## src/rtl/uart_cmd_bridge.sv

```systemverilog
// rtl/uart_cmd_bridge.sv - UART command frame parser driving a request/ack register bus
// Optional trailing XOR checksum byte enabled by defining UART_CMD_BRIDGE_CHKSUM_EN.
module uart_cmd_bridge #(
  parameter int         BUS_TIMEOUT = 255,
  parameter logic [7:0] SYNC_BYTE   = 8'hA5
) (
  input  logic       i_clk,
  input  logic       i_rst_n,
  output logic       o_deq_rxq,
  input  logic [7:0] i_rxq_data,
  input  logic       i_rxq_empty,
  output logic       o_enq_txq,
  output logic [7:0] o_txq_data,
  input  logic       i_txq_full,
  output logic       o_reg_req,
  output logic       o_reg_we,
  output logic [7:0] o_reg_addr,
  output logic [7:0] o_reg_wdata,
  input  logic [7:0] i_reg_rdata,
  input  logic       i_reg_ack,
  output logic       o_busy,
  output logic       o_frame_err
);

  localparam int            CW       = (BUS_TIMEOUT < 2) ? 1 : $clog2(BUS_TIMEOUT);
  localparam logic [CW-1:0] CNT_LAST = CW'(BUS_TIMEOUT - 1);
  localparam logic [7:0]    CMD_WR   = 8'h01;
  localparam logic [7:0]    CMD_RD   = 8'h02;
  localparam logic [7:0]    RSP_ACK  = 8'h06;
  localparam logic [7:0]    RSP_NAK  = 8'h15;

  typedef enum logic [3:0] {
    IDLE, GET_CMD, GET_ADDR, GET_DATA,
`ifdef UART_CMD_BRIDGE_CHKSUM_EN
    GET_CHK,
`endif
    BUS_WAIT, SEND_ACK, SEND_DATA, SEND_NAK
  } state_t;

  state_t        state;
  logic [7:0]    rdata;
  logic [CW-1:0] cnt;
`ifdef UART_CMD_BRIDGE_CHKSUM_EN
  logic [7:0]    chk;
`endif

  logic rx_state, tx_state, take, send;

  always_comb begin
    rx_state = state inside {IDLE, GET_CMD, GET_ADDR, GET_DATA};
`ifdef UART_CMD_BRIDGE_CHKSUM_EN
    if (state == GET_CHK) rx_state = 1'b1;
`endif
  end

  assign tx_state = state inside {SEND_ACK, SEND_DATA, SEND_NAK};
  // Reset gating keeps the strobes quiet while the bridge is held in reset.
  assign take     = i_rst_n && rx_state && !i_rxq_empty;
  assign send     = i_rst_n && tx_state && !i_txq_full;

  assign o_deq_rxq   = take;
  assign o_enq_txq   = send;
  assign o_frame_err = send && (state == SEND_NAK);
  assign o_busy      = (state != IDLE);

  always_comb begin
    o_txq_data = 8'h00;
    case (state)
      SEND_ACK:  o_txq_data = RSP_ACK;
      SEND_DATA: o_txq_data = rdata;
      SEND_NAK:  o_txq_data = RSP_NAK;
      default:   o_txq_data = 8'h00;
    endcase
  end

  always_ff @(posedge i_clk or negedge i_rst_n) begin
    if (!i_rst_n) begin
      state       <= IDLE;
      o_reg_req   <= 1'b0;
      o_reg_we    <= 1'b0;
      o_reg_addr  <= 8'h00;
      o_reg_wdata <= 8'h00;
      rdata       <= 8'h00;
      cnt         <= '0;
`ifdef UART_CMD_BRIDGE_CHKSUM_EN
      chk         <= 8'h00;
`endif
    end else begin
      case (state)
        IDLE: begin
          if (take && i_rxq_data == SYNC_BYTE) state <= GET_CMD;
        end
        GET_CMD: begin
          if (take) begin
            if (i_rxq_data == CMD_WR || i_rxq_data == CMD_RD) begin
              o_reg_we    <= (i_rxq_data == CMD_WR);
              o_reg_wdata <= 8'h00;
              state       <= GET_ADDR;
`ifdef UART_CMD_BRIDGE_CHKSUM_EN
              chk         <= i_rxq_data;
`endif
            end else begin
              state <= SEND_NAK;
            end
          end
        end
        GET_ADDR: begin
          if (take) begin
            o_reg_addr <= i_rxq_data;
`ifdef UART_CMD_BRIDGE_CHKSUM_EN
            chk        <= chk ^ i_rxq_data;
`endif
            if (o_reg_we) begin
              state <= GET_DATA;
            end else begin
`ifdef UART_CMD_BRIDGE_CHKSUM_EN
              state <= GET_CHK;
`else
              state     <= BUS_WAIT;
              o_reg_req <= 1'b1;
`endif
            end
          end
        end
        GET_DATA: begin
          if (take) begin
            o_reg_wdata <= i_rxq_data;
`ifdef UART_CMD_BRIDGE_CHKSUM_EN
            chk         <= chk ^ i_rxq_data;
            state       <= GET_CHK;
`else
            state       <= BUS_WAIT;
            o_reg_req   <= 1'b1;
`endif
          end
        end
`ifdef UART_CMD_BRIDGE_CHKSUM_EN
        GET_CHK: begin
          if (take) begin
            if (i_rxq_data == chk) begin
              state     <= BUS_WAIT;
              o_reg_req <= 1'b1;
            end else begin
              state <= SEND_NAK;
            end
          end
        end
`endif
        // Ack wins over timeout, so an ack on the final allowed cycle succeeds.
        BUS_WAIT: begin
          if (i_reg_ack) begin
            o_reg_req <= 1'b0;
            cnt       <= '0;
            if (!o_reg_we) rdata <= i_reg_rdata;
            state     <= SEND_ACK;
          end else if (cnt == CNT_LAST) begin
            o_reg_req <= 1'b0;
            cnt       <= '0;
            state     <= SEND_NAK;
          end else begin
            cnt <= cnt + CW'(1);
          end
        end
        SEND_ACK: begin
          if (send) state <= o_reg_we ? IDLE : SEND_DATA;
        end
        SEND_DATA: begin
          if (send) state <= IDLE;
        end
        SEND_NAK: begin
          if (send) state <= IDLE;
        end
        default: state <= IDLE;
      endcase
    end
  end

endmodule

```

## config.mk

```make
export PLATFORM = sky130hd
export DESIGN_NAME = uart_cmd_bridge
export DESIGN_NICKNAME = d
export VERILOG_FILES = /design/src/rtl/uart_cmd_bridge.sv
export SDC_FILE = /design/constraint.sdc
export NUM_CORES = 1
export LEC_CHECK = 0
export ABC_AREA = 1
export ABC_CLOCK_PERIOD_IN_PS = 1550
export BUFFER_PORTS_ARGS = -buffer_cell sky130_fd_sc_hd__buf_4
export CAP_MARGIN = 15
export CORE_UTILIZATION = 25
export CTS_BUF_LIST = sky130_fd_sc_hd__clkbuf_8
export DETAILED_ROUTE_END_ITERATION = 6
export GPL_ROUTABILITY_DRIVEN = 0
export PLACE_DENSITY = 0.47
export SETUP_SLACK_MARGIN = 0.15
export SYNTH_ARGS = -nofsm -noshare
export SYNTH_HDL_FRONTEND = slang
export SYNTH_SLANG_ARGS = --single-unit
```

## constraint.sdc

```tcl
create_clock -name i_clk -period 1.55 [get_ports i_clk]
set_clock_uncertainty 0.05 [all_clocks]
set_input_delay 0.0775 -clock i_clk [delete_from_list [all_inputs] [get_ports i_clk]]
set_output_delay 0.0775 -clock i_clk [all_outputs]
set_load 0.1 [all_outputs]
```

## Word level (Yosys, flattened, before mapping)

Index checks and enable logic that the tools add are counted.

- Add/sub/neg operators: 1
- $mul: 0
- Div/mod/pow operators: 0
- Magnitude comparators: 0
- Equal/unequal tests: 20
- Shift operators: 0
- Mux-type cells: 25
- Bitwise logic cells: 1
- Reduce and logical (&&, ||, !) cells: 22

Operators by type and width:

| kind | number |
|---|---|
| two-way mux 8 bit | 5 |
| two-way mux 4 bit | 8 |
| case mux 4 bit (7 select lines) | 1 |
| case mux 8 bit (3 select lines) | 1 |
| equality test 4 x 3 -> 1 bit (second input constant) | 4 |
| equality test 8 bit (second input constant) | 2 |
| case mux 8 bit (2 select lines) | 1 |
| != test 2 bit (second input constant) | 5 |
| two-way mux 3 bit | 3 |
| adder 8 x 1 -> 8 bit (second input constant) | 1 |
| equality test 4 x 2 -> 1 bit (second input constant) | 2 |
| equality test 8 x 1 -> 1 bit (second input constant) | 1 |
| equality test 8 x 2 -> 1 bit (second input constant) | 1 |
| nonzero test 4 bit | 2 |
| AND reduction 7 bit | 1 |
| logical AND 1 bit | 6 |
| != test 2 x 1 -> 1 bit (second input constant) | 3 |
| AND reduction 3 bit | 2 |
| nonzero test 3 bit | 2 |
| two-way mux 1 bit | 5 |
| AND reduction 5 bit | 1 |
| equality test 4 x 1 -> 1 bit (second input constant) | 1 |
| zero test 4 bit | 1 |
| AND reduction 4 bit | 1 |
| 8 further kinds | 9 |

- Register bits: 38
- Latch bits: 0
- RAM bits: 0
- ROM bits: 0
- Bits of input ports: 21
- Output and inout port bits: 30
- Logic and storage cells: 76
- Memories: 0

## Depth between registers and ports, before layout

- Word-level depth: 7
- Mapped depth: 9

## Worst setup path after synthesis

No wires, ideal clock.

- Path type: register -> output
- Start point: register state[0]
- End point: output o_txq_data[1]
- Data arrival time: 2.889 ns
- Required time: 1.422 ns
- Slack: -1.467 ns
- Stages on the path, launching flop included: 4
- Buffers on the path: 1
- Path through: dfrtp_1 -> buf_6 -> inv_2 -> o31ai_1

- Cells in the longest elaborated chain, start to end: 2
- Elaborated cells on any way between the ends: 4

RTL lines:

| element | RTL line | source |
|---|---|---|
| start, declared | 40 | `state_t state;` |
| start signal, assigned | 165 | `if (send) state <= o_reg_we ? IDLE : SEND_DATA;` |
| equality test 4 x 3 -> 1 bit | 68 | `case (state)` |
| case mux 8 bit (3 select lines) (*) | 68 |  |
| end, declared | 13 | `output logic [7:0] o_txq_data,` |

Every way passes the cells marked *; elsewhere a longest branch is shown, timed or not.

## Worst setup path in the final report

- Start point: register state[0]
- End point: output o_enq_txq

- Cells in the longest elaborated chain, start to end: 4
- Elaborated cells on any way between the ends: 6

RTL lines:

| element | RTL line | source |
|---|---|---|
| equality test 4 x 3 -> 1 bit | 56 | `assign tx_state = state inside {SEND_ACK, SEND_DATA, SEND_NAK};` |
| nonzero test 3 bit (*) | 56 |  |
| logical AND 1 bit (*) (2 in series) | 59 | `assign send = i_rst_n && tx_state && !i_txq_full;` |
| end, declared | 12 | `output logic o_enq_txq,` |

Marks and branches as above.

==> impl_metrics.json <==
{
  "run_status": "finished, violations left",
  "violations": "negative setup slack",
  "nNetsFinal": 381,
  "grt_usage": 0.150,
  "initial_utilization": 0.260,
  "fillerInstances": 772,
  "place.port_buffers": 50,
  "cp-start-kind": "flop",
  "synth-seq-cells": 37,
  "vias_per_cell": 4.38,
  "fp.dieH_um": 91.9,
  "required_ns": 1.42,
  "detail-route-antenna-nets": 0,
  "ios": 51,
  "synthCells": 265,
  "min_path_type": "in2reg",
  "tightest_slew_ns": 0.741,
  "power_density_nw_per_um2": 1950,
  "overflow": 0,
  "crit_type": "reg2out",
  "crit_path_end_kind": "primary output",
  "drive_above_1_share": 0.465,
  "grtUsageMet2": 0.241,
  "h-tree-depth": 2,
  "dieArea_um2": 8440,
  "timing.final.max_slew_violations": 0,
  "fin_crit_sh": 1.05,
  "arrival_ns": 1.50,
  "seqCellArea_um2": 930,
  "grt_start_max_net_pins": 26,
  "antenna_found_initial": 0,
  "max-vdd-ir-drop_uv": 1090,
  "first_pass_iters": 4,
  "dpl_cell_area_um2": 2690,
  "row_count": 32,
  "synth.top_cell.area_share": 0.458,
  "grt_pass1_vias": 2027,
  "p_leak_nw": 1.78,
  "critPathMaxFanout": 4,
  "fmax_mhz": 614,
  "avgSynthCellArea_um2": 7.62,
  "numCtsBuffers": 5,
  "slew_headroom": 0.502,
  "syn-cell-area_um2": 2020,
  "multi_input_area_um2": 1330,
  "diodes": 0,
  "yosysWarnings": 0,
  "drt_iter0_drc": 56,
  "syn_nets": 288,
  "grtUsageMet1": 0.200,
  "cts_buffer_depth": 2,
  "yosysTopAreaCell": "dfrtp_1",
  "clkLatencyLatePin_ns": 0.29,
  "cts_root_buffer": "clkbuf_8",
  "die_x_um": 91.9,
  "wire_per_inst_um": 13.2,
  "grt_pass1_wl_um": 9870,
  "fp.coreArea_um2": 7770,
  "drc_errors": 0,
  "path_clk_slew_ns": 0.07,
  "syn2layout_area_growth_pct": 73.5,
  "setup_ws_ns": -0.0787,
  "place_hpwl_um": 4120,
  "vias": 2021,
  "stdcell_area_um2": 3500,
  "period_minus_slack_ns": 1.63,
  "cts.sinks": 37,
  "synth.distinct_cells": 31,
  "rsz0062_at_grt": "yes",
  "totalWireLength_um": 6080,
  "synth_area_leaders": "dfrtp_1 46%, nand2_1 13%, nor2_1 7.4%",
  "hold_viol": 0,
  "r2r_slack_ns": -0.03,
  "grt-busiest-layer": "met2",
  "cap_violations": 0,
  "setup_viol": 23,
  "total_power_mw": 6.85,
  "grtUsageMet3": 0.0332,
  "ys_seq_area_frac": 0.458,
  "cts_tree": "done"
}
==> worst paths after layout <==
kind / from / depth (start not counted) / to
max: state[0]$_DFFE_PN0P_ / 8 / o_enq_txq
min: i_reg_rdata[4] / 3 / rdata[4]$_DFFE_PN0P_
max reg2reg: state[1]$_DFFE_PN0P_ / 9 / o_reg_wdata[6]$_DFFE_PN0P_
min reg2reg: o_reg_addr[4]$_DFFE_PN0P_ / 2 / o_reg_addr[4]$_DFFE_PN0P_
max in group asynchronous: i_rst_n / 3 / o_reg_we$_DFFE_PN0P_
min in group asynchronous: i_rst_n / 2 / rdata[7]$_DFFE_PN0P_
==> cells in the final DEF, fill, tap and decap left out, types with 2 or more instances in the layout <==
master,count
a21oi_1,5
a21oi_2,2
buf_12,13
buf_4,59
buf_6,9
clkbuf_8,5
dfrtp_1,34
dfrtp_2,3
dlygate4sd3_1,8
ha_1,2
inv_1,33
inv_8,2
nand2_1,49
nand2_2,15
nand2_4,8
nand2_8,2
nand3_1,15
nand3_2,2
nand3_4,9
nand4_1,5
nor2_1,22
nor2_2,8
nor2_4,16
nor3_1,2
nor3_4,2
o21ai_1,13
o21ai_2,3
==> cells by family (layout without fill, tap and decap cells) <==
group / count (synthesis) / after routing / synth area share
AOI/OAI and AO/OA: 28 / 28 / 0.0744
and+or+nand+nor: 157 / 159 / 0.364
adders and majority gates: 2 / 2 / 0.0124
DFF: 37 / 37 / 0.458
xor gates and xnor gates: 1 / 1 / 0.00434
buffers and inverters: 40 / 132 / 0.0861
==> timing repair <==
| action | CTS | global route |
|---|---|---|
| hold buffers | 8 | 0 |
| resized for setup | 94 | 31 |
| pin swaps | 33 | 13 |
| hold endpoints to repair | 44 | 0 |
| buffers inserted | 14 | 3 |
| endpoints found under the setup margin | 38 | 41 |
| gates cloned | 2 | 0 |
==> Yosys cell counts <==
| cell | number |
|---|---|
| o21ai_1 | 4 |
| dfrtp_1 | 37 |
| nand3_4 | 2 |
| buf_4 | 1 |
| nand2_4 | 1 |
| a31oi_1 | 1 |
| nor2_2 | 3 |
| nor3_1 | 4 |
| buf_2 | 2 |
| xnor2_1 | 1 |
| o21ai_0 | 12 |
| nand4_2 | 1 |
| and3_1 | 1 |
| nor2_4 | 3 |
| inv_2 | 1 |
| o2111ai_1 | 1 |
| a21boi_0 | 1 |
| nor3b_1 | 2 |
| nand3_1 | 20 |
| o31ai_1 | 1 |
| inv_4 | 1 |
| nand2_2 | 3 |
| nand2_1 | 70 |
| nor2_1 | 40 |
| clkinv_1 | 1 |
| nand3_2 | 2 |
| buf_6 | 2 |
| inv_1 | 32 |
| ha_1 | 2 |
| a21oi_1 | 8 |
| nand4_1 | 5 |
==> metal layers <==
metal / part of all wire / routed length [µm]
met3: 0.034 / 206
met4: 0.0072 / 44
met2: 0.50 / 3050
met5: 0 / 0
met1: 0.46 / 2780
==> flip-flops by register name (all words and copies together), names as in the netlist <==
| name | count |
|---|---|
| o_reg_wdata | 8 |
| cnt | 8 |
| o_reg_we | 1 |
| rdata | 8 |
| o_reg_req | 1 |
| o_reg_addr | 8 |
| state | 3 |
==> stage by stage <==
| stage | util | setup TNS, ns | hold WS [ns] | cells | worst slack [ns] |
|---|---|---|---|---|---|
| after floorplan | - | -1.48 | -0.268 | 265 | -0.197 |
| after global placement | 0.346 | -0.00934 | -0.129 | 426 | -0.00934 |
| after detailed placement | 0.346 | 0 | -0.129 | 426 | 0.0209 |
| after CTS | 0.434 | -0.0991 | 0.00110 | 458 | -0.0760 |
| after global routing | 0.451 | -2.61 | 0.0151 | 461 | -0.144 |
| final | 0.451 | -0.519 | 0.00485 | 461 | -0.0787 |
==> area by class of cell <==
class | instances | area share
Clock buffer | 5 | 0.0196
Clock inverter | 3 | 0.00321
Inverter | 35 | 0.0428
Multi-Input combinational cell | 190 | 0.380
Sequential cell | 37 | 0.265
Tap cell | 102 | 0.0364
Timing Repair Buffer | 89 | 0.252
==> power by group <==
group,total [mW],switching (mW),internal [mW]
Sequential,1.49,0.212,1.28
Clock,0.652,0.351,0.300
Combinational,4.71,3.15,1.56
==> critical path, cell delays in order, from the launching register on <==
cell	delay [ns]
dfrtp_2	0.41
buf_6	0.13
inv_8	0.05
nand2_4	0.05
buf_4	0.12
buf_4	0.12
nand2_2	0.12
nor2_4	0.06
buf_12	0.16
(Power assumes the default switching activity.)
